===== config.mk =====
export PLATFORM = sky130hd
export DESIGN_NAME = board_mem_arbiter
export DESIGN_NICKNAME = d
export VERILOG_FILES = /design/src/rtl/board_mem_arbiter.sv
export SDC_FILE = /design/constraint.sdc
export NUM_CORES = 1
export LEC_CHECK = 0
export CAP_MARGIN = 20
export CORE_MARGIN = 2
export CORE_UTILIZATION = 25
export DETAILED_ROUTE_END_ITERATION = 16
export SYNTH_ARGS = -nofsm -noshare
export SYNTH_HDL_FRONTEND = slang
export SYNTH_SLANG_ARGS = --single-unit

===== constraint.sdc =====
create_clock -name clk -period 5.3 [get_ports clk]
set_clock_uncertainty 0.15 [all_clocks]
set_input_delay 0.795 -clock clk [delete_from_list [all_inputs] [get_ports clk]]
set_output_delay 0.795 -clock clk [all_outputs]
set_load 0.1 [all_outputs]

===== src/rtl/board_mem_arbiter.sv =====
// board_mem_arbiter: owner of the 64x4 single-port board RAM.
// Shares the RAM between the control FSM, the move validator and the
// datapath, and loads the standard starting position after reset or on
// an init_req pulse.
//
// Handshake: a requester raises x_req with its address (and, for the
// datapath, we/wdata) and holds them stable until x_gnt is high in the
// same cycle; that cycle consumes the access. Reads return one cycle
// later on rdata, qualified by x_rvalid. Writes never return rvalid.
module board_mem_arbiter #(
    parameter int ADDR_W        = 6,
    parameter int DATA_W        = 4,
    parameter bit INIT_ON_RESET = 1'b1
) (
    input  logic              clk,
    input  logic              reset,
    input  logic              init_req,
    output logic              init_busy,
    input  logic              ctl_req,
    input  logic [ADDR_W-1:0] ctl_addr,
    output logic              ctl_gnt,
    output logic              ctl_rvalid,
    input  logic              val_req,
    input  logic [ADDR_W-1:0] val_addr,
    output logic              val_gnt,
    output logic              val_rvalid,
    input  logic              dp_req,
    input  logic              dp_we,
    input  logic [ADDR_W-1:0] dp_addr,
    input  logic [DATA_W-1:0] dp_wdata,
    output logic              dp_gnt,
    output logic              dp_rvalid,
    output logic [DATA_W-1:0] rdata,
    output logic [ADDR_W-1:0] mem_addr,
    output logic [DATA_W-1:0] mem_wdata,
    output logic              mem_we,
    input  logic [DATA_W-1:0] mem_q,
    output logic              state_dbg
);

    typedef enum logic {
        IDLE = 1'b0,
        INIT = 1'b1
    } state_t;

    // rr_last encoding: which of ctl/val was granted most recently
    localparam logic RR_CTL = 1'b0;
    localparam logic RR_VAL = 1'b1;

    localparam state_t RESET_STATE = INIT_ON_RESET ? INIT : IDLE;

    state_t            state_q, state_d;
    logic [ADDR_W-1:0] cnt_q, cnt_d;
    logic              rr_last_q, rr_last_d;
    logic              ctl_rvalid_q, ctl_rvalid_d;
    logic              val_rvalid_q, val_rvalid_d;
    logic              dp_rvalid_q, dp_rvalid_d;

    // Back-rank piece order for column x (black codes; white is +6).
    function automatic logic [DATA_W-1:0] back_rank(input logic [2:0] x);
        logic [DATA_W-1:0] code;
        case (x)
            3'd0, 3'd7: code = DATA_W'(4);   // rook
            3'd1, 3'd6: code = DATA_W'(2);   // knight
            3'd2, 3'd5: code = DATA_W'(3);   // bishop
            3'd3:       code = DATA_W'(5);   // queen
            default:    code = DATA_W'(6);   // king
        endcase
        return code;
    endfunction

    // Starting-position piece code for square a (y = a[5:3], x = a[2:0]).
    function automatic logic [DATA_W-1:0] start_code(input logic [ADDR_W-1:0] a);
        logic [DATA_W-1:0] code;
        case (a[5:3])
            3'd0:    code = back_rank(a[2:0]);
            3'd1:    code = DATA_W'(1);
            3'd6:    code = DATA_W'(7);
            3'd7:    code = back_rank(a[2:0]) + DATA_W'(6);
            default: code = '0;
        endcase
        return code;
    endfunction

    // Next-state, arbitration and RAM port drive.
    always_comb begin
        state_d      = state_q;
        cnt_d        = cnt_q;
        rr_last_d    = rr_last_q;
        ctl_gnt      = 1'b0;
        val_gnt      = 1'b0;
        dp_gnt       = 1'b0;
        mem_we       = 1'b0;
        mem_addr     = '0;
        mem_wdata    = '0;
        init_busy    = 1'b0;
        ctl_rvalid_d = 1'b0;
        val_rvalid_d = 1'b0;
        dp_rvalid_d  = 1'b0;

        if (reset) begin
            // Nobody touches the RAM while reset is held.
            init_busy = 1'b1;
        end else begin
            case (state_q)
                INIT: begin
                    init_busy = 1'b1;
                    mem_we    = 1'b1;
                    mem_addr  = cnt_q;
                    mem_wdata = start_code(cnt_q);
                    cnt_d     = cnt_q + ADDR_W'(1);
                    if (&cnt_q) begin
                        state_d = IDLE;
                    end
                end
                default: begin
                    if (dp_req) begin
                        dp_gnt = 1'b1;
                    end else if (ctl_req && val_req) begin
                        // Tie: the requester not granted last time wins.
                        if (rr_last_q == RR_VAL) begin
                            ctl_gnt = 1'b1;
                        end else begin
                            val_gnt = 1'b1;
                        end
                    end else if (ctl_req) begin
                        ctl_gnt = 1'b1;
                    end else if (val_req) begin
                        val_gnt = 1'b1;
                    end

                    if (ctl_gnt) begin
                        rr_last_d = RR_CTL;
                    end else if (val_gnt) begin
                        rr_last_d = RR_VAL;
                    end

                    if (dp_gnt) begin
                        mem_addr = dp_addr;
                    end else if (ctl_gnt) begin
                        mem_addr = ctl_addr;
                    end else if (val_gnt) begin
                        mem_addr = val_addr;
                    end
                    mem_we    = dp_gnt & dp_we;
                    mem_wdata = dp_wdata;

                    ctl_rvalid_d = ctl_gnt;
                    val_rvalid_d = val_gnt;
                    dp_rvalid_d  = dp_gnt & ~dp_we;

                    // This cycle's access still completes; init begins next cycle.
                    if (init_req) begin
                        state_d = INIT;
                        cnt_d   = '0;
                    end
                end
            endcase
        end
    end

    // State, init counter, round-robin pointer and read-valid flops.
    always_ff @(posedge clk) begin
        if (reset) begin
            state_q      <= RESET_STATE;
            cnt_q        <= '0;
            rr_last_q    <= RR_VAL;
            ctl_rvalid_q <= 1'b0;
            val_rvalid_q <= 1'b0;
            dp_rvalid_q  <= 1'b0;
        end else begin
            state_q      <= state_d;
            cnt_q        <= cnt_d;
            rr_last_q    <= rr_last_d;
            ctl_rvalid_q <= ctl_rvalid_d;
            val_rvalid_q <= val_rvalid_d;
            dp_rvalid_q  <= dp_rvalid_d;
        end
    end

    assign ctl_rvalid = ctl_rvalid_q;
    assign val_rvalid = val_rvalid_q;
    assign dp_rvalid  = dp_rvalid_q;
    assign rdata      = mem_q;
    assign state_dbg  = (state_q == INIT);

endmodule


### Word-level counts from Yosys, hierarchy flattened

Index checks and enable logic that the tools add are counted.

| cells by class | value |
|---|---|
| add/subtract/negate cells | 2 |
| eq/ne operators | 9 |
| multiplexer cells | 45 |
| bitwise gates (word level) | 4 |
| reduce and logical (&&, ||, !) cells | 11 |

Operators with widths:

| cell | count |
|---|---|
| two-way mux 6 bit | 7 |
| two-way mux 1 bit | 31 |
| two-way mux 4 bit | 5 |
| case mux 4 bit (4 select lines) | 1 |
| equality test 3 bit (second input constant) | 5 |
| case mux 3 bit (4 select lines) | 1 |
| OR reduction 2 bit | 4 |
| adder 6 x 1 -> 6 bit (second input constant) | 1 |
| equality test 3 x 1 -> 1 bit (second input constant) | 2 |
| equality test 3 x 2 -> 1 bit (second input constant) | 2 |
| logical NOT 3 bit | 2 |
| AND reduction 6 bit | 1 |
| adder 4 x 3 -> 4 bit (second input constant) | 1 |
| nonzero test 2 bit | 2 |
| AND 1 bit | 2 |
| inverter 1 bit | 2 |
| AND reduction 2 bit | 1 |
| logical AND 1 bit | 1 |

| storage, ports and cells | value |
|---|---|
| bits in registers | 11 |
| bits of input ports | 33 |
| output and inout port bits | 23 |
| logic and storage cells | 77 |

### Logic depth before layout (Yosys ltp)

| logic depth | value |
|---|---|
| depth after elaboration | 11 |
| depth in mapped cells | 9 |
| depth with buffers taken out | 9 |

### Least setup slack after synthesis

No wires, ideal clock.

| path | value |
|---|---|
| kind | reg-to-output |
| start | register cnt_q[0] |
| end | output mem_wdata[2] |
| arrival time | 4.022 ns |
| data required time | 4.355 ns |
| slack | 0.333 ns |
| stages on the path, launching flop included | 10 |
| buffers on the path | 0 |
| cell sequence | dfxtp_1 inv_1 ha_1 mux2_4 or3_4 inv_1 ha_1 a21oi_1 a21oi_2 a211oi_1 |

| between the ends | value |
|---|---|
| word-level cells in the longest chain between the ends | 10 |
| elaborated cells on any way between the ends | 18 |
| classes of those cells | 1 x add/sub; 6 x eq/ne; 7 x mux; 4 x reduce/logical |

RTL lines:

| element | line | source |
|---|---|---|
| from (decl) | 53 | `logic [ADDR_W-1:0] cnt_q, cnt_d;` |
| from (signal assigned) | 173 | `cnt_q <= cnt_d;` |
| equality test 3 x 2 -> 1 bit, or another cell as far along | 62 | `case (x)` |
| OR reduction 2 bit | 62 |  |
| case mux 3 bit (4 select lines) * | 62 |  |
| two-way mux 4 bit | 75 | `case (a[5:3])` |
| two-way mux 4 bit | 105 | `case (state_q)` |
| two-way mux 4 bit | 101 | `if (reset) begin` |
| adder 4 x 3 -> 4 bit | 79 | `3'd7: code = back_rank(a[2:0]) + DATA_W'(6);` |
| case mux 4 bit (4 select lines) * | 75 |  |
| two-way mux 4 bit * | 105 |  |
| two-way mux 4 bit * | 101 |  |
| to (decl) | 35 | `output logic [DATA_W-1:0] mem_wdata,` |

Mark *: on every way between the ends. The rest lies on a longest branch, timed or not. The select of a mux whose other input is x is not followed.

### Final worst setup path

| path | value |
|---|---|
| start | register cnt_q[0] |
| end | output mem_wdata[3] |

| between the ends | value |
|---|---|
| word-level cells in the longest chain between the ends | 10 |
| elaborated cells on any way between the ends | 18 |
| classes of those cells | 1 x add/sub; 6 x eq/ne; 7 x mux; 4 x reduce/logical |

RTL lines:

| element | line |
|---|---|
| equality test 3 x 2 -> 1 bit, or another cell as far along | 62 |
| OR reduction 2 bit | 62 |
| case mux 3 bit (4 select lines) * | 62 |
| two-way mux 4 bit * | 75 |
| two-way mux 4 bit * | 105 |
| two-way mux 4 bit * | 101 |
| adder 4 x 3 -> 4 bit * | 79 |
| case mux 4 bit (4 select lines) * | 75 |
| two-way mux 4 bit * | 105 |
| two-way mux 4 bit * | 101 |

Marks and branches as above.

==> results.json <==
{
  "dieArea_sq_mm": 0.004174,
  "syn_to_final_growth_pct": 53.81,
  "slew_violations": 0,
  "endpoint": "mem_wdata[3]",
  "drc": 0,
  "nets": 204,
  "cpPeakStageDelay_ps": 1150,
  "finalNonFillerCells": 211,
  "via_per_inst": 4.725,
  "via_count": 997,
  "drv_cap": 0,
  "highest_layer": "met4",
  "wl_met1_microns": 1256,
  "wl_met3_microns": 92,
  "power_per_cell_area_mw_per_mm2": 189.5,
  "clockBufferDepth": 2,
  "routabilityCongestion": 0.8285,
  "rsz0062_at_grt": "no",
  "outcome": "finished, final reports clean",
  "yosysSeqAreaShare_pct": 23.98,
  "cts_setup_buffers": 0,
  "holdPathStages": 2,
  "p_leak_nw": 0.5467,
  "firstDrtPassIters": 4,
  "routedWlPerCell_microns": 13.08,
  "path_class": "reg2out",
  "min_period_ps": 4123,
  "netlist_instances": 121,
  "dp.cells": 207,
  "grt_max_degree": 27,
  "gr-total-overflow": 0,
  "htreeDepth": 1,
  "rows": 22,
  "ys_ff_latch": 11,
  "hold_path_class": "reg2reg",
  "slowest_stage": "clkdlybuf4s50_1",
  "ios": 56,
  "timing.fmax_ghz": 0.2425,
  "grt_first_pass_wirelength_microns": 4319,
  "finalHoldViolations": 0,
  "cts_resized": 0,
  "tns_ps": 0,
  "wl_met2_microns": 1375,
  "diodes": 0,
  "clkTransAtPathRegs_ps": 50,
  "core-area_sq_mm": 0.003606,
  "worst-endpoint-arrival_ps": 3180,
  "grt_usage_pct": 13.01,
  "synth_cell_types": 34,
  "clk_latency_ps": 240,
  "die_h_microns": 64.61,
  "pre_cts_ws_ps": 1410,
  "die_x_microns": 64.61,
  "io_buffers": 47,
  "synth_fp_nets": 161,
  "cp_data_required_time_ps": 4360,
  "fin_ws_ps": 1177,
  "r2r_end": "cnt_q[5]$_SDFFE_PP0P_",
  "min_period_over_period_pct": 77.79,
  "tritoncts": "done",
  "critPathLaunch": "cnt_q[0]$_SDFFE_PP0P_",
  "worst_pin_slew_ps": 976.5,
  "syn_area_sq_um": 918.4,
  "first_global_vias": 920,
  "cts-root-buf": "clkbuf_8",
  "reg2reg_depth": 4,
  "drt_iter0_drc": 20,
  "cp-start-kind": "flop",
  "start_util_pct": 25.47,
  "worstPathMaxFanout": 7,
  "critPathCaptureType": "primary output",
  "fin_area_sq_mm": 0.001413,
  "placed_area_sq_mm": 0.001368,
  "antenna_found_initial": 0,
  "yosys_warnings": 0,
  "drive_above_1_share_pct": 14.72,
  "setup_viol": 0,
  "power_mw": 0.2676,
  "cts_buffers": 3,
  "rr_startpoint": "cnt_q[2]$_SDFFE_PP0P_",
  "crit_chain": "inv_1, ha_1, mux2_4, o21ai_1, inv_1, ha_1, nor3_1, a21oi_1, nor2_1, clkdlybuf4s50_1",
  "clock-sinks": 11,
  "peakVddDrop_v": 0.00009238,
  "dp_hpwl_microns": 2192,
  "detail-route-antenna-nets": 0,
  "ctsHoldBuffers": 0,
  "synth_area_per_cell_sq_um": 7.590,
  "drt-total-wl_microns": 2759,
  "reg2reg_slack_ps": 3820,
  "max_slew_margin_pct": 34.70
}
layer usage:
layer	GRT usage, %	up-vias
met5	0	-
met1	16.58	456
met4	4.787	0
met3	2.778	4
met2	21.48	25
li1	-	512
critical path, delay by kind of cell, from the launching register on:
kind / cells / cell delay, ps
buffers and inverters: 3 / 1320
flip-flops: 1 / 430
adder cells (fa/ha/maj): 2 / 370
AO/OA/AOI/OAI: 2 / 280
multiplexers: 1 / 270
AND/OR/NAND/NOR: 2 / 260
cell usage in the layout (no fill, tap or decap), types with 5 or more instances in the layout:
master,n
nand2b_1,5
a21oi_1,7
inv_1,9
nor2_1,12
ha_1,7
buf_4,14
clkdlybuf4s50_1,34
dfxtp_1,11
nand2_1,12
a221oi_1,11
how the worst min path moves through the flow:
stage / from / endpoint / slack, ps
after floorplan: cnt_q[5]$_SDFFE_PP0P_ / cnt_q[5]$_SDFFE_PP0P_ / 330
final: cnt_q[5]$_SDFFE_PP0P_ / cnt_q[5]$_SDFFE_PP0P_ / 360
after global routing: rr_last_q$_SDFFE_PP1P_ / rr_last_q$_SDFFE_PP1P_ / 410
after CTS: cnt_q[5]$_SDFFE_PP0P_ / cnt_q[5]$_SDFFE_PP0P_ / 360
after global placement: cnt_q[5]$_SDFFE_PP0P_ / cnt_q[5]$_SDFFE_PP0P_ / 360
after detailed placement: cnt_q[5]$_SDFFE_PP0P_ / cnt_q[5]$_SDFFE_PP0P_ / 360
cell usage after synthesis:
master / number / area, sq um
nand2_1: 12 / 45.04
nor2_1: 12 / 45.04
a221oi_1: 11 / 96.34
dfxtp_1: 11 / 220.2
inv_1: 9 / 33.78
a21oi_1: 7 / 35.03
ha_1: 7 / 87.58
nand2b_1: 5 / 31.28
buf_4: 4 / 30.03
nand3_1: 4 / 20.02
nor3_1: 4 / 20.02
a211oi_1: 3 / 22.52
a21oi_2: 3 / 26.28
and2_1: 3 / 18.77
buf_2: 3 / 15.01
a31oi_1: 2 / 12.51
clkbuf_1: 2 / 7.510
nor2b_1: 2 / 12.51
o21ai_1: 2 / 10.01
a211o_1: 1 / 8.760
a221o_1: 1 / 10.01
buf_1: 1 / 3.750
clkinv_1: 1 / 3.750
inv_2: 1 / 3.750
mux2_4: 1 / 15.01
mux2i_1: 1 / 10.01
nand3b_1: 1 / 7.510
nand4_1: 1 / 6.260
nor3b_4: 1 / 18.77
o21a_1: 1 / 7.510
o21bai_1: 1 / 7.510
o31a_1: 1 / 8.760
or3_1: 1 / 6.260
or3_4: 1 / 11.26
logic make-up (layout without fill, tap and decap cells):
logic type | Yosys count | count (layout) | synth area share, %
simple gates | 47 | 47 | 26.43
compound gates | 33 | 33 | 26.70
buf+inv | 21 | 63 | 10.63
flops | 11 | 11 | 23.98
fa+ha+maj | 7 | 7 | 9.536
mux | 2 | 2 | 2.724
flip-flops by register name, summed over array words and instances, names as in the netlist:
register / count
state_dbg: 1
dp_rvalid: 1
ctl_rvalid: 1
rr_last_q: 1
cnt_q: 6
val_rvalid: 1
report_power, final:
part	internal, mW	switching [mW]	leakage, nW
clock network	0.0530	0.0333	0.0228
registers	0.0848	0.00302	0.0893
logic	0.0382	0.0553	0.435
total	0.176	0.0917	0.547
final cells by class:
cell class,instances,area [sq um]
Fill cell,361,2193
Multi-Input combinational cell,89,600.6
Timing Repair Buffer,48,445.4
Sequential cell,11,220.2
Tap cell,48,60.06
Clock buffer,4,45.04
Inverter,11,41.29
stage by stage:
stage / util, % / hold WS, ps
2_1_floorplan: - / 329.9
3_3_place_gp: 37.93 / 359.6
3_5_place_dp: 37.93 / 356.1
4_1_cts: 39.17 / 363.5
5_1_grt: 39.17 / 407.1
6_report: 39.17 / 364.2
Power figures use the tool's default switching activity.
